**src/rtl/pcs_pkg.sv**
```systemverilog
// Shared constants and types for the PCS TX path: widths, sync headers,
// the 66b block type and the gearbox header/data phase.
package pcs_pkg;
  localparam int PCS_DATA_WIDTH  = 32;
  localparam int PCS_HDR_WIDTH   = 2;
  localparam int GEARBOX_SEQ_MAX = 32;

  localparam logic [PCS_HDR_WIDTH-1:0] SYNC_HDR_DATA = 2'b01;
  localparam logic [PCS_HDR_WIDTH-1:0] SYNC_HDR_CTRL = 2'b10;

  typedef struct packed {
    logic [PCS_HDR_WIDTH-1:0]    hdr;
    logic [2*PCS_DATA_WIDTH-1:0] data;
  } pcs_block_t;

  typedef enum logic {
    PH_HDR  = 1'b0,
    PH_DATA = 1'b1
  } gb_phase_t;
endpackage

```
**src/rtl/pcs_tx_gearbox_if.sv**
```systemverilog
// Upstream half-word bus into the TX gearbox plus the GTY-facing word and
// status flags; master is the encoder side, slave is the gearbox.
interface pcs_tx_gearbox_if;
  import pcs_pkg::*;

  logic [PCS_DATA_WIDTH-1:0] i_data;
  logic [PCS_HDR_WIDTH-1:0]  i_hdr;
  logic                      i_hdr_valid;
  logic                      i_valid;
  logic                      o_ready;
  logic [PCS_DATA_WIDTH-1:0] o_gty_data;
  logic                      o_underflow;
  logic                      o_align_err;

  modport master (
    output i_data, i_hdr, i_hdr_valid, i_valid,
    input  o_ready, o_gty_data, o_underflow, o_align_err
  );

  modport slave (
    input  i_data, i_hdr, i_hdr_valid, i_valid,
    output o_ready, o_gty_data, o_underflow, o_align_err
  );
endinterface

```
**src/rtl/pcs_gearbox_seq.sv**
```systemverilog
// Free-running 0..SEQ_MAX gearbox sequence counter with a registered ready
// that drops for the single cycle the counter sits at SEQ_MAX.
module pcs_gearbox_seq import pcs_pkg::*; #(
  parameter int SEQ_MAX = GEARBOX_SEQ_MAX
) (
  input  logic i_clk,
  input  logic i_reset,
  output logic ready
);
  localparam int SEQ_W = $clog2(SEQ_MAX + 1);

  logic [SEQ_W-1:0] seq, seq_nxt;

  always_comb begin
    seq_nxt = (seq == SEQ_W'(SEQ_MAX)) ? '0 : seq + SEQ_W'(1);
  end

  // ready tracks the seq value being loaded, so it lines up with seq itself
  always_ff @(posedge i_clk or posedge i_reset) begin
    if (i_reset) begin
      seq   <= '0;
      ready <= 1'b0;
    end else begin
      seq   <= seq_nxt;
      ready <= (seq_nxt != SEQ_W'(SEQ_MAX));
    end
  end
endmodule

```
**src/rtl/pcs_tx_gearbox.sv**
```systemverilog
// 66b->32b TX gearbox: packs header+lo / hi half-words into a continuous
// 32-bit LSB-first word stream for a GTY in raw 32-bit mode.
module pcs_tx_gearbox import pcs_pkg::*; #(
  parameter int DATA_WIDTH = PCS_DATA_WIDTH,
  parameter int HDR_WIDTH  = PCS_HDR_WIDTH,
  parameter int SEQ_MAX    = GEARBOX_SEQ_MAX
) (
  input  logic            i_clk,
  input  logic            i_reset,
  pcs_tx_gearbox_if.slave gb
);
  localparam int BUF_W     = 2 * DATA_WIDTH;
  localparam int APP_W     = DATA_WIDTH + HDR_WIDTH;
  localparam int CMB_W     = BUF_W + APP_W;
  localparam int CNT_W     = $clog2(BUF_W);
  localparam int CMB_CNT_W = $clog2(CMB_W) + 1;

  logic                 ready;
  logic                 accept;
  logic                 align_hit;
  logic                 underflow, align_err;
  logic [DATA_WIDTH-1:0] gty_data, gty_nxt;
  logic [BUF_W-1:0]     res_bits, res_bits_nxt;
  logic [CNT_W-1:0]     res_cnt, res_cnt_nxt;
  logic [APP_W-1:0]     app_bits;
  logic [CMB_CNT_W-1:0] app_cnt, cmb_cnt, rem_cnt;
  logic [CMB_W-1:0]     cmb_bits;
  logic [BUF_W-1:0]     rem_bits;
  gb_phase_t            phase, phase_nxt;

  pcs_gearbox_seq #(.SEQ_MAX(SEQ_MAX)) u_seq (
    .i_clk   (i_clk),
    .i_reset (i_reset),
    .ready   (ready)
  );

  // New bits land above the residual, so older bits leave on the wire first
  always_comb begin
    accept   = gb.i_valid & ready;
    app_bits = '0;
    app_cnt  = '0;
    if (accept) begin
      if (gb.i_hdr_valid) begin
        app_bits = {gb.i_data, gb.i_hdr};
        app_cnt  = CMB_CNT_W'(APP_W);
      end else begin
        app_bits = APP_W'(gb.i_data);
        app_cnt  = CMB_CNT_W'(DATA_WIDTH);
      end
    end
    cmb_bits = CMB_W'(res_bits) | (CMB_W'(app_bits) << res_cnt);
    cmb_cnt  = CMB_CNT_W'(res_cnt) + app_cnt;
    gty_nxt  = cmb_bits[DATA_WIDTH-1:0];
    rem_bits = BUF_W'(cmb_bits >> DATA_WIDTH);

    rem_cnt      = '0;
    res_bits_nxt = '0;
    res_cnt_nxt  = '0;
    if (cmb_cnt >= CMB_CNT_W'(DATA_WIDTH)) begin
      rem_cnt = cmb_cnt - CMB_CNT_W'(DATA_WIDTH);
      // Only reachable on a misaligned stream: keep the oldest word, drop the rest
      if (rem_cnt > CMB_CNT_W'(DATA_WIDTH)) begin
        res_bits_nxt = BUF_W'(rem_bits[DATA_WIDTH-1:0]);
        res_cnt_nxt  = CNT_W'(DATA_WIDTH);
      end else begin
        res_bits_nxt = rem_bits;
        res_cnt_nxt  = rem_cnt[CNT_W-1:0];
      end
    end
  end

  // Header/data phase tracker; the word is taken as presented either way
  always_comb begin
    phase_nxt = phase;
    align_hit = 1'b0;
    if (accept) begin
      align_hit = gb.i_hdr_valid ^ (phase == PH_HDR);
      phase_nxt = gb.i_hdr_valid ? PH_DATA : PH_HDR;
    end
  end

  always_ff @(posedge i_clk or posedge i_reset) begin
    if (i_reset) begin
      phase     <= PH_HDR;
      res_bits  <= '0;
      res_cnt   <= '0;
      gty_data  <= '0;
      underflow <= 1'b0;
      align_err <= 1'b0;
    end else begin
      phase    <= phase_nxt;
      res_bits <= res_bits_nxt;
      res_cnt  <= res_cnt_nxt;
      gty_data <= gty_nxt;
      if (ready & ~gb.i_valid) underflow <= 1'b1;
      if (align_hit)           align_err <= 1'b1;
    end
  end

  assign gb.o_ready     = ready;
  assign gb.o_gty_data  = gty_data;
  assign gb.o_underflow = underflow;
  assign gb.o_align_err = align_err;
endmodule

```
**src/flat_wrapper.sv**
```systemverilog
// flat-port wrapper written by rule: the top's interface ports become plain ports
module pcs_tx_gearbox_flat import pcs_pkg::*;
#(
  parameter int DATA_WIDTH = PCS_DATA_WIDTH,
  parameter int HDR_WIDTH  = PCS_HDR_WIDTH,
  parameter int SEQ_MAX    = GEARBOX_SEQ_MAX
)
  (i_clk, i_reset, gb_i_data, gb_i_hdr, gb_i_hdr_valid, gb_i_valid, gb_o_ready, gb_o_gty_data, gb_o_underflow, gb_o_align_err);
  pcs_tx_gearbox_if gb_i ();
  input  logic i_clk;
  input  logic i_reset;
  input wire logic [$bits(gb_i.i_data)-1:0] gb_i_data;
  input wire logic [$bits(gb_i.i_hdr)-1:0] gb_i_hdr;
  input wire logic [$bits(gb_i.i_hdr_valid)-1:0] gb_i_hdr_valid;
  input wire logic [$bits(gb_i.i_valid)-1:0] gb_i_valid;
  output wire logic [$bits(gb_i.o_ready)-1:0] gb_o_ready;
  output wire logic [$bits(gb_i.o_gty_data)-1:0] gb_o_gty_data;
  output wire logic [$bits(gb_i.o_underflow)-1:0] gb_o_underflow;
  output wire logic [$bits(gb_i.o_align_err)-1:0] gb_o_align_err;
  assign gb_i.i_data = gb_i_data;
  assign gb_i.i_hdr = gb_i_hdr;
  assign gb_i.i_hdr_valid = gb_i_hdr_valid;
  assign gb_i.i_valid = gb_i_valid;
  assign gb_o_ready = gb_i.o_ready;
  assign gb_o_gty_data = gb_i.o_gty_data;
  assign gb_o_underflow = gb_i.o_underflow;
  assign gb_o_align_err = gb_i.o_align_err;
  pcs_tx_gearbox #(.DATA_WIDTH(DATA_WIDTH), .HDR_WIDTH(HDR_WIDTH), .SEQ_MAX(SEQ_MAX)) u_core (.i_clk(i_clk), .i_reset(i_reset), .gb(gb_i));
endmodule
```
**config.mk**
```make
export PLATFORM = sky130hd
export DESIGN_NAME = pcs_tx_gearbox_flat
export DESIGN_NICKNAME = d
export VERILOG_FILES = /design/src/rtl/pcs_pkg.sv /design/src/rtl/pcs_tx_gearbox_if.sv /design/src/rtl/pcs_gearbox_seq.sv /design/src/rtl/pcs_tx_gearbox.sv /design/src/flat_wrapper.sv
export SDC_FILE = /design/constraint.sdc
export NUM_CORES = 1
export LEC_CHECK = 0
export CAP_MARGIN = 10
export CORE_MARGIN = 8
export CORE_UTILIZATION = 35
export DETAILED_ROUTE_END_ITERATION = 10
export DONT_BUFFER_PORTS = 1
export SYNTH_ARGS = -nofsm -noshare
export SYNTH_HDL_FRONTEND = slang
export SYNTH_SLANG_ARGS = --single-unit
```
**constraint.sdc**
```tcl
create_clock -name i_clk -period 10.4 [get_ports i_clk]
set_input_delay 2.6 -clock i_clk [delete_from_list [all_inputs] [get_ports i_clk]]
set_output_delay 2.6 -clock i_clk [all_outputs]
set_load 0.03 [all_outputs]
```
==> results summary, run 1 <==
The clock skew is about 0.0088 ns. The reg-to-reg setup timing slack came out at 5.99 ns. The HPWL after detailed placement is between 15000 and 20000 µm. The CTS H-tree depth is 3. Routability-driven placement finished with a final weighted congestion of ~0.99.

The height of the die came out at around 160 µm. Buffers added to address setup during post-CTS repair amount to 0. The area growth from synthesis to layout is 6.13%. Entering global routing, the biggest net connects ~80 pins. The largest total area in the synthesized netlist belongs to dfrtp_1. After layout, the worst path uses between 50% and 60% of the clock period. The post-cts gate resize count is 0.

The number of antenna diodes in the final layout is 0. The worst reg2reg path depth came out at 12. Global routing used 20.7% of the available tracks across all layers. Summing the sequential cell areas from Yosys gives 37.0% of the chip area. The number of top-level pins is 73. Global routing finished with a remaining overflow of 0.

The finished layout holds between 1000 and 1500 standard cells, fillers aside. For this design the static power due to leakage is approximately 3.2 nW. The post-synthesis average cell area is approximately 10 µm². The width of the chip is roughly 160 µm. The wire length of the first global-routing pass came out at approximately 42000 µm.

In the post-synthesis netlist, the cell with the most instances is dfrtp_1. The area fraction of the dominant cell type after synthesis came out at 37.0%. The endpoint class of the critical path is a flop.

The critical path in this run is classified as in -> reg. The initial antenna violation count is 0. The hold-critical path depth came out at 1. The TritonCTS clock tree is done. The power per standard cell area came out at 218 nW/µm². The net count after synthesis came out at approximately 810.

The path with the worst hold slack has its endpoint at u_core.gb.o_gty_data[7]. The wire length reported by the detailed router came out at 27900 µm. Setup repair after global routing left no endpoint under its margin. The number of placement rows came out at 53. The net total in the final layout came out at 773. The via count of the first global-routing pass is 6549.

The required time at the worst-slack endpoint is 10.66 ns. The path class of the tightest hold or removal check is reg -> reg. In this run the clock root is driven by a clkbuf_16. The floorplan step defined a die boundary enclosing about 26000 µm². In the post-synthesis netlist, the biggest area contributors are dfrtp_1, mux2i_1, mux4_2.

The data arrival time at the worst-slack endpoint came out at roughly 5.8 ns. In this run the critical register-to-register path is launched from u_core.u_seq.ready. The number of detailed-route iterations in the first pass came out at 5. The number of synthesized flops with an enable pin came out at 0.

The number of standard cells after synthesis came out at 767. The number of max-cap violations came out at 0. In the routed design, unresolved DRC markers number 0.

The number of buffers inserted by port buffering is 0. The peak supply drop is 0.125 mV. The effective utilization at floorplan came out at ~36%. The proportion of register bits with asynchronous set or reset after synthesis is 100%. The post-layout minimum cycle time came out at 5.49 ns.

The average detailed-routed wire length per instance is about 28 µm. The post-synthesis register bit count came out at ~110. The antenna violation net count after detailed routing is 0. The run finished with clean final reports. The final-report hold violation count came out at 0. The endpoint of the worst-slack reg-to-reg timing path is u_core.res_bits[54]. The placed instances occupy a cell area of 7640 µm². During synthesis, Yosys emitted a total of 0 warnings.

The routed layout has between 6000 and 7000 vias. Clock-pin slew was measured on the worst setup and hold paths at 0.08 ns. The count of unique library cells instantiated by Yosys is 77. The ratio of routed vias to standard cells is 6.72.

Counting tap cells, the placed design contains a total of 993 instances. The setup-violating endpoint count in the final report is 0. The headroom to the max-slew limit is 19.0%. At the pin with the least slew margin, the transition time is about 1.2 ns. The predominant post-synthesis flop cell is dfrtp_1. The total negative slack for setup checks came out at 0 ns. The fraction of final layout cells with drive strength greater than 1 came out at between 10% and 20%.

The total standard cell area after synthesis is around 7500 µm². For this design, the sink count on the clock tree is around 110. The power consumption came out at about 0.0017 W. The latest clock arrival within the worst-skew pair is 0.37 ns. The post-route standard cell area excluding fillers is between 7000 and 8000 µm². The number of pins exceeding their max-slew limit in the final report came out at 0. The first routing iteration left 740 violations. The buffer depth of the longest clock path came out at 2.

STA classifies the critical path startpoint as an input pin. The floorplan core area is roughly 21000 µm². In this run the most critical hold path is launched from u_core.res_bits[7]. In this run, post-CTS hold repair placed 0 buffers.

The highest achievable clock rate is between 150 and 200 MHz. In this run, CTS created clock tree buffers numbering 9. Counting instances in the post-synthesis netlist gives the leading cell types as dfrtp_1, nor2_1, nand2_1.

The critical-path maximum fanout came out at approximately 70.
-- through the flow --
step	worst slack [ns]	utilization, %	hold slack [ns]
finish	4.91	37.9	0.432
global route	4.72	37.9	0.443
CTS	4.96	37.9	0.432
detailed placement	4.55	36.3	0.412
global placement	4.69	36.3	0.411
floorplan	4.87	-	0.404
-- routing by layer --
layer  vias up  share of wire, %  track usage (%)
li1       2926                 -                -
met1      3356                40             26.5
met2       422                46             32.2
met3        78               9.3             4.63
met4         0               4.8             11.0
met5         -                 0                0
-- cells by family after synthesis --
logic type                 Yosys count  synth area share [%]
adders and majority gates            6                  1.00
AOI/OAI and AO/OA                  254                  25.4
muxes                               89                  15.5
buffers and inverters               77                  4.92
and+or+nand+nor                    223                  15.1
DFF                                111                  37.0
xor gates and xnor gates             7                  1.00
-- placed cells by master, fill, tap and decap left out, drive strengths merged, types with 6 or more instances in the layout --
| cell type | count |
|---|---|
| o211ai | 8 |
| nand2 | 50 |
| nor2b | 10 |
| mux4 | 19 |
| and2 | 7 |
| a22oi | 15 |
| o221ai | 9 |
| o21bai | 18 |
| mux2 | 24 |
| a21oi | 34 |
| a2bb2oi | 7 |
| nor3 | 20 |
| dfrtp | 111 |
| ha | 6 |
| a21o | 10 |
| o21ai | 14 |
| o32ai | 6 |
| a211o | 9 |
| inv | 17 |
| nand3 | 18 |
| a221oi | 12 |
| a31oi | 11 |
| o22a | 7 |
| nor2 | 67 |
| mux2i | 46 |
| o22ai | 40 |
| buf | 13 |
| clkbuf | 9 |
| and3 | 14 |
| a221o | 11 |
-- area by class of cell --
class | instances | area, µm²
fill | 2081 | 13100
multi-input combinational | 579 | 4360
sequential | 111 | 2780
tap | 275 | 344
clock buffer | 9 | 225
clock inverter | 7 | 103
timing repair buffer | 13 | 97.6
inverter | 15 | 58.8
-- state kept, by name, indices dropped and copies added, names as in the netlist --
signal                 flops
u_core.gb.o_gty_data      32
u_core.u_seq.ready         1
u_core.gb.o_align_err      1
u_core.res_bits           64
u_core.u_seq.seq           6
u_core.res_cnt             5
u_core.gb.o_underflow      1
u_core.phase               1
-- power by group --
part / internal [W] / switching [W]
Combinational: 0.000228 / 0.000449
Sequential: 0.000530 / 0.000146
Clock: 0.000215 / 0.000171
Total: 0.000973 / 0.000766
-- worst max-delay path by stage --
stage / startpoint / end / slack, ns / depth (start not counted)
floorplan: i_reset / u_core.gb.o_align_err / 4.87 / 1
global placement: gb_i_hdr_valid / u_core.res_bits[54] / 4.69 / 12
detailed placement: gb_i_hdr_valid / u_core.res_bits[54] / 4.55 / 12
CTS: gb_i_hdr_valid / u_core.res_bits[54] / 4.96 / 12
global route: gb_i_hdr_valid / u_core.res_bits[53] / 4.72 / 12
finish: gb_i_hdr_valid / u_core.res_bits[54] / 4.91 / 12
-- worst max-delay path, cell delays in order --
cell and delay (ns):
nand3_1 0.20, inv_1 0.08, ha_1 0.21, ha_1 0.21
and3_1 0.22, xnor3_1 0.37, inv_1 0.11, ha_1 0.23
inv_1 0.05, a41oi_1 0.16, or3_1 0.78, a2111oi_2 0.48
(Power assumes the default switching activity.)
==> inputs of run 2 (changes only) <==
==> constraint.sdc (replaced) <==
create_clock -name i_clk -period 5.35 [get_ports i_clk]
set_input_delay 1.3375 -clock i_clk [delete_from_list [all_inputs] [get_ports i_clk]]
set_output_delay 1.3375 -clock i_clk [all_outputs]
set_load 0.03 [all_outputs]
==> run 2 against run 1 <==
Compared with the run above: clock-buffer cell count rose by 2; critical path type unchanged; die area did not move; routed wire length fell by 1.5%; non-clock buffer count rose by 3; flip-flop and latch count did not move; sequential power rose by 99%; clock power rose by 78%; final area barely moved; cell count rose by 0.30%; hold slack got worse by 0.0025 ns; setup slack got worse by 3.8 ns; global-route usage fell by 0.068 points.
==> results summary, run 2 (synthesis results as in run 1) <==
The run finished with clean final reports. The total length of routed met3 wires is 2410 µm (-7.0%). The number of max-cap violations is 0 (unchanged). The height of the die came to 162 µm (unchanged). The total vias in the final route came out at 6708 (-1.1%).

The top cell types in the final layout, fill and taps aside, are dfrtp_1, nor2_1, nand2_1. For this design, the slowest cell found on the critical path is or3_1. The leading cell type in the layout, fill and taps excluded is dfrtp_1. The smallest hold slack is 0.429 ns (-0.00245 ns). The DRC marker count from the first detailed-route iteration came out at 875 (+18%). The number of detailed-route iterations in the first pass came out at 6 (+1). The critical-path maximum fanout came to 69 (unchanged).

The flip-flop count of the largest register, all copies and words added is 64 (unchanged). The number of pins exceeding their max-slew limit in the final report came out at 0 (unchanged). The number of top-level pins is 73 (unchanged). The tightest min-delay check is of the reg -> reg type. The weighted congestion reported at the end of routability-driven placement is 0.976 (-1.7%). The total overflow reported by the global router came out at 0 (unchanged).

The clock skew is 0.00665 ns (-0.00217 ns). TritonCTS built the clock tree. The ratio of routed vias to standard cells is 6.63 (-1.4%). The delay of the slowest cell on the worst path came to 0.76 ns (-0.02 ns). The data arrival time at the worst-slack endpoint was 4.43 ns (-1.32 ns). The width of the chip came out at 162 µm (unchanged).

The buffer depth of the longest clock path came to 2 (unchanged). The latest clock arrival within the worst-skew pair came to 0.36 ns (about the same). The standby leakage power came out at 3.20 nW (-0.11%).

The routed wire length on met2 came out at 12700 µm (-1.2%). The power consumption is 0.00332 W (+91%). The antenna violation net count after detailed routing came out at 0 (unchanged). The headroom to the max-slew limit is 17.8% (-1.2 points). The endpoint class of the critical path is a flop. The worst setup path is launched from an input pin. The total negative slack for setup checks is 0 ns (unchanged). The effective utilization at floorplan was 35.7% (unchanged). Setup repair after global routing left no endpoint under its margin. The setup-violating endpoint count in the final report came out at 0 (unchanged). The highest achievable clock rate came out at 238 MHz. The placed wire-length estimate after detailed placement came out at 19800 µm (-0.24%). The register clock-pin slew on the reported worst setup and hold paths came out at 0.07 ns (about the same). The peak supply drop is 0.217 mV (+73%). The number of placement rows is 53 (unchanged).

The floorplan core area was 21000 µm² (unchanged). The net total in the final layout came out at 776 (+0.39%). The transition time at the pin with the least slew margin came out at 1.23 ns (+0.0154 ns). The register with the most flip-flops is u_core.res_bits. The via count of the first global-routing pass is 6522 (-0.41%). The met1 wire length came out at 11100 µm (-0.63%). The overall die area is 26400 µm² (unchanged).

The highest layer touched by signal routing is met4. The number of buffers inserted for hold repair after clock tree synthesis came to 0 (unchanged). The wire length of the first global-routing pass is 41700 µm (about the same). The clock sink count came to 111 (unchanged). The final-report hold violation count is 0 (unchanged).

The number of antenna diodes was 0 (unchanged). The required time at the worst-slack endpoint came out at 5.57 ns (-5.09 ns). Walking the worst path, the cells encountered are nand3_1 > inv_1 > ha_1 > ha_1 > and3_1 > xnor3_1 > inv_1 > ha_1 > inv_1 > a41oi_1 > or3_1 > a2111oi_0. The CTS H-tree depth is 3 (unchanged).

The post-CTS setup buffer count was 0 (unchanged). The tree is rooted in a clkbuf_16. The fraction of final layout cells with drive strength greater than 1 is 11.9% (+0.087 points). The fraction of the cycle the final worst path needs is approximately four fifths. The post-layout minimum cycle time is approximately 4.2 ns. The overall track demand over capacity in global routing is 20.7% (-0.068 points).

The power per standard cell area is 417 nW/µm² (+91%). The wire length reported by the detailed router came to 27500 µm (-1.5%). The average detailed-routed wire length per instance came to 27.2 µm (-1.8%). The worst setup path is of the in -> reg kind.

The number of buffers inserted by port buffering is 0 (unchanged). The utilization after layout came out at 37.9% (about the same). The largest net degree at the start of global routing is 70 (-11%).

The initial antenna violation count came out at 0 (unchanged). The CTS buffer count came out at 9 (unchanged). The post-route DRC violation count is 0 (unchanged). The synthesis-to-finish area growth is 6.07% (about the same). The post-cts gate resize count came out at 0 (unchanged).
-- run 2: cell types whose count changed in the layout (fill, tap and decap cells not counted) --
cell       change
buf_4          +3
clkbuf_1       +2
clkinv_4       +2
inv_6          -2
bufinv_16      -1
clkinv_2       -1
-- run 2: cell type report --
type / instances / area [µm²]
repair buffers: 16 / 120
flip-flops and latches: 111 / 2780
clock buffers: 11 / 233
multi-input cells: 579 / 4360
fillers: 2094 / 13100
inverters: 15 / 58.8
clock inverters: 5 / 67.6
well taps: 275 / 344
-- run 2: where the power goes --
group          leakage [nW]  internal (W)  switching, W
registers              1.47       0.00103      0.000311
logic                  1.59      0.000442      0.000847
clock network         0.146      0.000370      0.000319
total                  3.20       0.00184       0.00148
-- run 2: critical path: cells and delay by family --
kind	cells	cell delay, ns
compound gates	2	0.61
xor+xnor	1	0.36
fa+ha+maj	3	0.66
buf+inv	3	0.25
simple gates	3	1.17
-- run 2: worst paths after layout --
check                                    from                  endpoint  slack, ns  cells past startpoint
max                            gb_i_hdr_valid       u_core.res_bits[53]       1.14                     12
max in group asynchronous             i_reset       u_core.res_bits[29]       3.48                      2
max reg2reg                u_core.u_seq.ready       u_core.res_bits[53]       1.45                     13
min reg2reg                u_core.res_bits[6]   u_core.gb.o_gty_data[6]       0.43                      1
min                        u_core.res_bits[6]   u_core.gb.o_gty_data[6]       0.43                      1
min in group asynchronous             i_reset  u_core.gb.o_gty_data[16]       0.98                      1
-- run 2: stage by stage --
stage / setup slack [ns] / cells / area (µm²)
after floorplan: 1.08 / 767 / 7510
after global placement: 0.942 / 996 / 7660
after detailed placement: 0.867 / 996 / 7660
after CTS: 1.24 / 1012 / 7960
after global routing: 0.862 / 1012 / 7960
final: 1.14 / 1012 / 7960
-- run 2: per-layer routing --
metal,up-vias,global-route usage [%]
met5,-,0
met4,0,10.0
met3,77,4.63
met2,364,32.3
met1,3340,26.6
li1,2927,-
==> inputs of run 3 (changes only) <==
==> constraint.sdc (replaced) <==
create_clock -name i_clk -period 3.95 [get_ports i_clk]
set_input_delay 0.9875 -clock i_clk [delete_from_list [all_inputs] [get_ports i_clk]]
set_output_delay 0.9875 -clock i_clk [all_outputs]
set_load 0.03 [all_outputs]
==> run 3 against run 2 <==
Compared with the run above: sequential share of layout area decreased by 0.28 points; non-clock buffer count increased by 10; setup slack got worse by 0.68 ns; combinational power rose by 40%; highest routed layer unchanged.
==> results summary, run 3 (synthesis results as in run 1) <==
The flow ran to the end, and the final reports show no timing, DRC or antenna violations. The post-route DRC violation count is 0 (unchanged). The signal on the critical path passes through nand3_1 > inv_1 > ha_1 > ha_1 > and3_1 > xnor3_1 > inv_1 > ha_1 > inv_1 > a41oi_1 > or3_1 > buf_4 > nor3_1.

The number of buffers inserted for hold repair after clock tree synthesis came out at 0 (unchanged). The part of the total power dissipated in the clock network came out at 19.7% (-1.1 points). The highest achievable clock rate came out at 287 MHz. The height of the die is 162 µm (unchanged). The setup-violating endpoint count in the final report came out at 0 (unchanged). The number of max-cap violations came out at 0 (unchanged). The register with the most flip-flops in the final layout is u_core.res_bits. The net switching fraction of the power is 44.0% (-0.52 points). The required time at the worst-slack endpoint is 4.22 ns (-1.35 ns). The wire length reported by the detailed router is 27800 µm (+1.3%).

The slowest stage of the critical path is the or3_1 cell. The worst path uses roughly 88% of the clock period. The initial antenna violation count came out at 0 (unchanged).

The clock sink count is 111 (unchanged). The floorplan core area came out at 21000 µm² (unchanged). The data arrival time at the worst-slack endpoint is 3.76 ns (-0.67 ns). The buffer depth of the longest clock path was 2 (unchanged).

The share of total power in sequential cells was 40.0% (-0.4 points). TritonCTS built the clock tree. The non-filler instance count after layout came to 1022 (+0.99%). The post-cts gate resize count is 0 (unchanged).

The number of pins exceeding their max-slew limit in the final report is 0 (unchanged). The headroom to the max-slew limit is 22.9% (+5.0 points). The overall die area is 26400 µm² (unchanged). The endpoint class of the critical path is a flop. The antenna violation net count after detailed routing is 0 (unchanged). The number of top-level pins came out at 73 (unchanged). The worst hold path begins at u_core.res_bits[6]. Setup repair after global routing left no endpoint under its margin.

The reg-to-reg setup timing slack came out at 0.65 ns (-0.80 ns). The smallest hold slack is 0.426 ns (-0.00285 ns). The CTS H-tree depth is 3 (unchanged).

The sum of buffers and inverters on the critical path came out at 4 (+1). The power per standard cell area came out at 555 nW/µm² (+33%). The number of fillers in the final layout came out at 2069 (-1.2%). The synthesis-to-finish area growth is 6.93%.

The critical-path maximum fanout was 69 (unchanged). The wire length of the first global-routing pass came out at 42200 µm (+1.1%). Clock tree synthesis selected as its root buffer the cell clkbuf_16. The average detailed-routed wire length per instance is 27.2 µm (+0.32%). The worst reg2reg path depth was 13 (unchanged). The placed cell count is 1006 (+1.0%).

The DRC marker count from the first detailed-route iteration is 934 (+6.7%). The transition time at the pin with the least slew margin came to 1.15 ns (-0.0756 ns). The total negative slack for setup checks came out at 0 ns (unchanged). The startpoint identified for the worst register-to-register timing path is u_core.u_seq.ready. The path type of the worst min-delay path is reg -> reg. The standby leakage power is 3.24 nW (+1.3%). The top cell types in the final layout, fill and taps aside, are dfrtp_1, nor2_1, nand2_1. The number of detailed-route iterations in the first pass is 5 (-1). The number of buffers inserted by port buffering came out at 0 (unchanged). The endpoint of the worst-slack reg-to-reg timing path is u_core.res_bits[35]. The worst path in the final design needs a cycle of 3.48 ns, including I/O delays and setup. The post-CTS setup buffer count came out at 0 (unchanged). The effective utilization at floorplan was 35.7% (unchanged). The net total in the final layout is 786 (+1.3%). The placed wire-length estimate after detailed placement is 20500 µm (+3.1%). The peak supply drop is 0.326 mV (+50%). The library cell used most frequently in the layout, excluding fill and tap cells, is dfrtp_1. The latest clock arrival within the worst-skew pair was 0.36 ns (about the same). The weighted congestion reported at the end of routability-driven placement came to 0.955 (-2.1%).

The fraction of final layout cells with drive strength greater than 1 is 13.1% (+1.2 points). The flip-flop count of the largest register, all copies and words added was 64 (unchanged). The worst setup path is launched from an input pin. The largest net degree at the start of global routing is 78 (+11%). The clock skew came out at 0.00681 ns (+0.000161 ns). The delay of the slowest cell on the worst path came out at 0.60 ns (-0.16 ns). The final-report hold violation count came out at 0 (unchanged). The via count of the first global-routing pass came out at 6440 (-1.3%). The width of the chip came out at 162 µm (unchanged).

The number of placement rows came out at 53 (unchanged). The total vias in the final route is 6730 (+0.33%). The worst hold path terminates at u_core.gb.o_gty_data[6]. The register clock-pin slew on the reported worst setup and hold paths came out at 0.07 ns (about the same). The hold-critical path depth is 1 (unchanged). In this design, the largest share of critical-path delay is due to simple AND/OR/NAND/NOR gates. The CTS buffer count was 9 (unchanged). The combinational fraction of design power is 40.3% (+1.5 points).

The overall track demand over capacity in global routing is 20.9% (+0.27 points). The critical path is of the in -> reg type. The total internal power is 0.00250 W (+36%). The ratio of routed vias to standard cells is 6.59 (-0.65%).

The total overflow reported by the global router is 0 (unchanged). The power dissipated by switching net loads is 0.00196 W (+33%). The number of antenna diodes came out at 0 (unchanged).
run 3: cell count changes in the layout (fill, tap and decap cells not counted), sizes merged:
cell	previous run	this run
buf	16	26
bufinv	1	0
clkbuf	11	13
clkinv	4	3
clkinvlp	0	1
inv	15	14
run 3: power groups by stage:
| stage | Sequential [W] | Clock, W | Combinational [W] |
|---|---|---|---|
| final | 0.00178 | 0.000877 | 0.00180 |
| after global routing | 0.00182 | 0.000947 | 0.00190 |
| after CTS | 0.00180 | 0.000898 | 0.00177 |
| after detailed placement | 0.00182 | 0 | 0.00176 |
| after global placement | 0.00182 | 0 | 0.00176 |
| after floorplan | 0.00177 | 0 | 0.00126 |
run 3: through the flow:
stage | total power [W] | cell area, µm² | util (%) | setup WS [ns]
2_1_floorplan | 0.00302 | 7510 | - | 0.0308
3_3_place_gp | 0.00358 | 7750 | 36.9 | 0.203
3_5_place_dp | 0.00358 | 7750 | 36.9 | 0.0908
4_1_cts | 0.00447 | 8030 | 38.2 | 0.470
5_1_grt | 0.00467 | 8030 | 38.2 | 0.138
6_report | 0.00446 | 8030 | 38.2 | 0.466
run 3: final cells by class:
cell class / count / area (µm²) / area share (%)
Clock buffer: 13 / 260 / 3.24
Sequential cell: 111 / 2780 / 34.6
Multi-Input combinational cell: 579 / 4360 / 54.3
Tap cell: 275 / 344 / 4.29
Timing Repair Buffer: 26 / 208 / 2.59
Inverter: 15 / 58.8 / 0.732
Clock inverter: 3 / 17.5 / 0.218
run 3: worst max-delay path by stage:
stage	start	endpoint	slack [ns]	cells after the start
6_report	gb_i_hdr_valid	u_core.res_bits[35]	0.47	13
5_1_grt	gb_i_hdr_valid	u_core.res_bits[53]	0.14	12
4_1_cts	gb_i_hdr_valid	u_core.res_bits[35]	0.47	13
3_5_place_dp	gb_i_hdr_valid	u_core.res_bits[35]	0.09	13
3_3_place_gp	gb_i_hdr_valid	u_core.res_bits[38]	0.20	13
2_1_floorplan	i_reset	u_core.gb.o_align_err	0.03	1
run 3: metal layers:
| metal | GRT usage [%] | wire (µm) |
|---|---|---|
| met4 | 9.26 | 1040 |
| met5 | 0 | 0 |
| met1 | 27.7 | 11400 |
| met2 | 32.7 | 13000 |
| met3 | 4.02 | 2380 |
run 3: worst reg2reg max path, stage by stage (launching register included):
cell and delay (ns):
dfrtp_1 0.43, nand3_1 0.13, inv_1 0.05, ha_1 0.21, ha_1 0.21, and3_1 0.23, xnor3_1 0.37, inv_1 0.11
ha_1 0.23, inv_1 0.05, a41oi_1 0.15, or3_1 0.60, buf_4 0.27, nor3_1 0.18
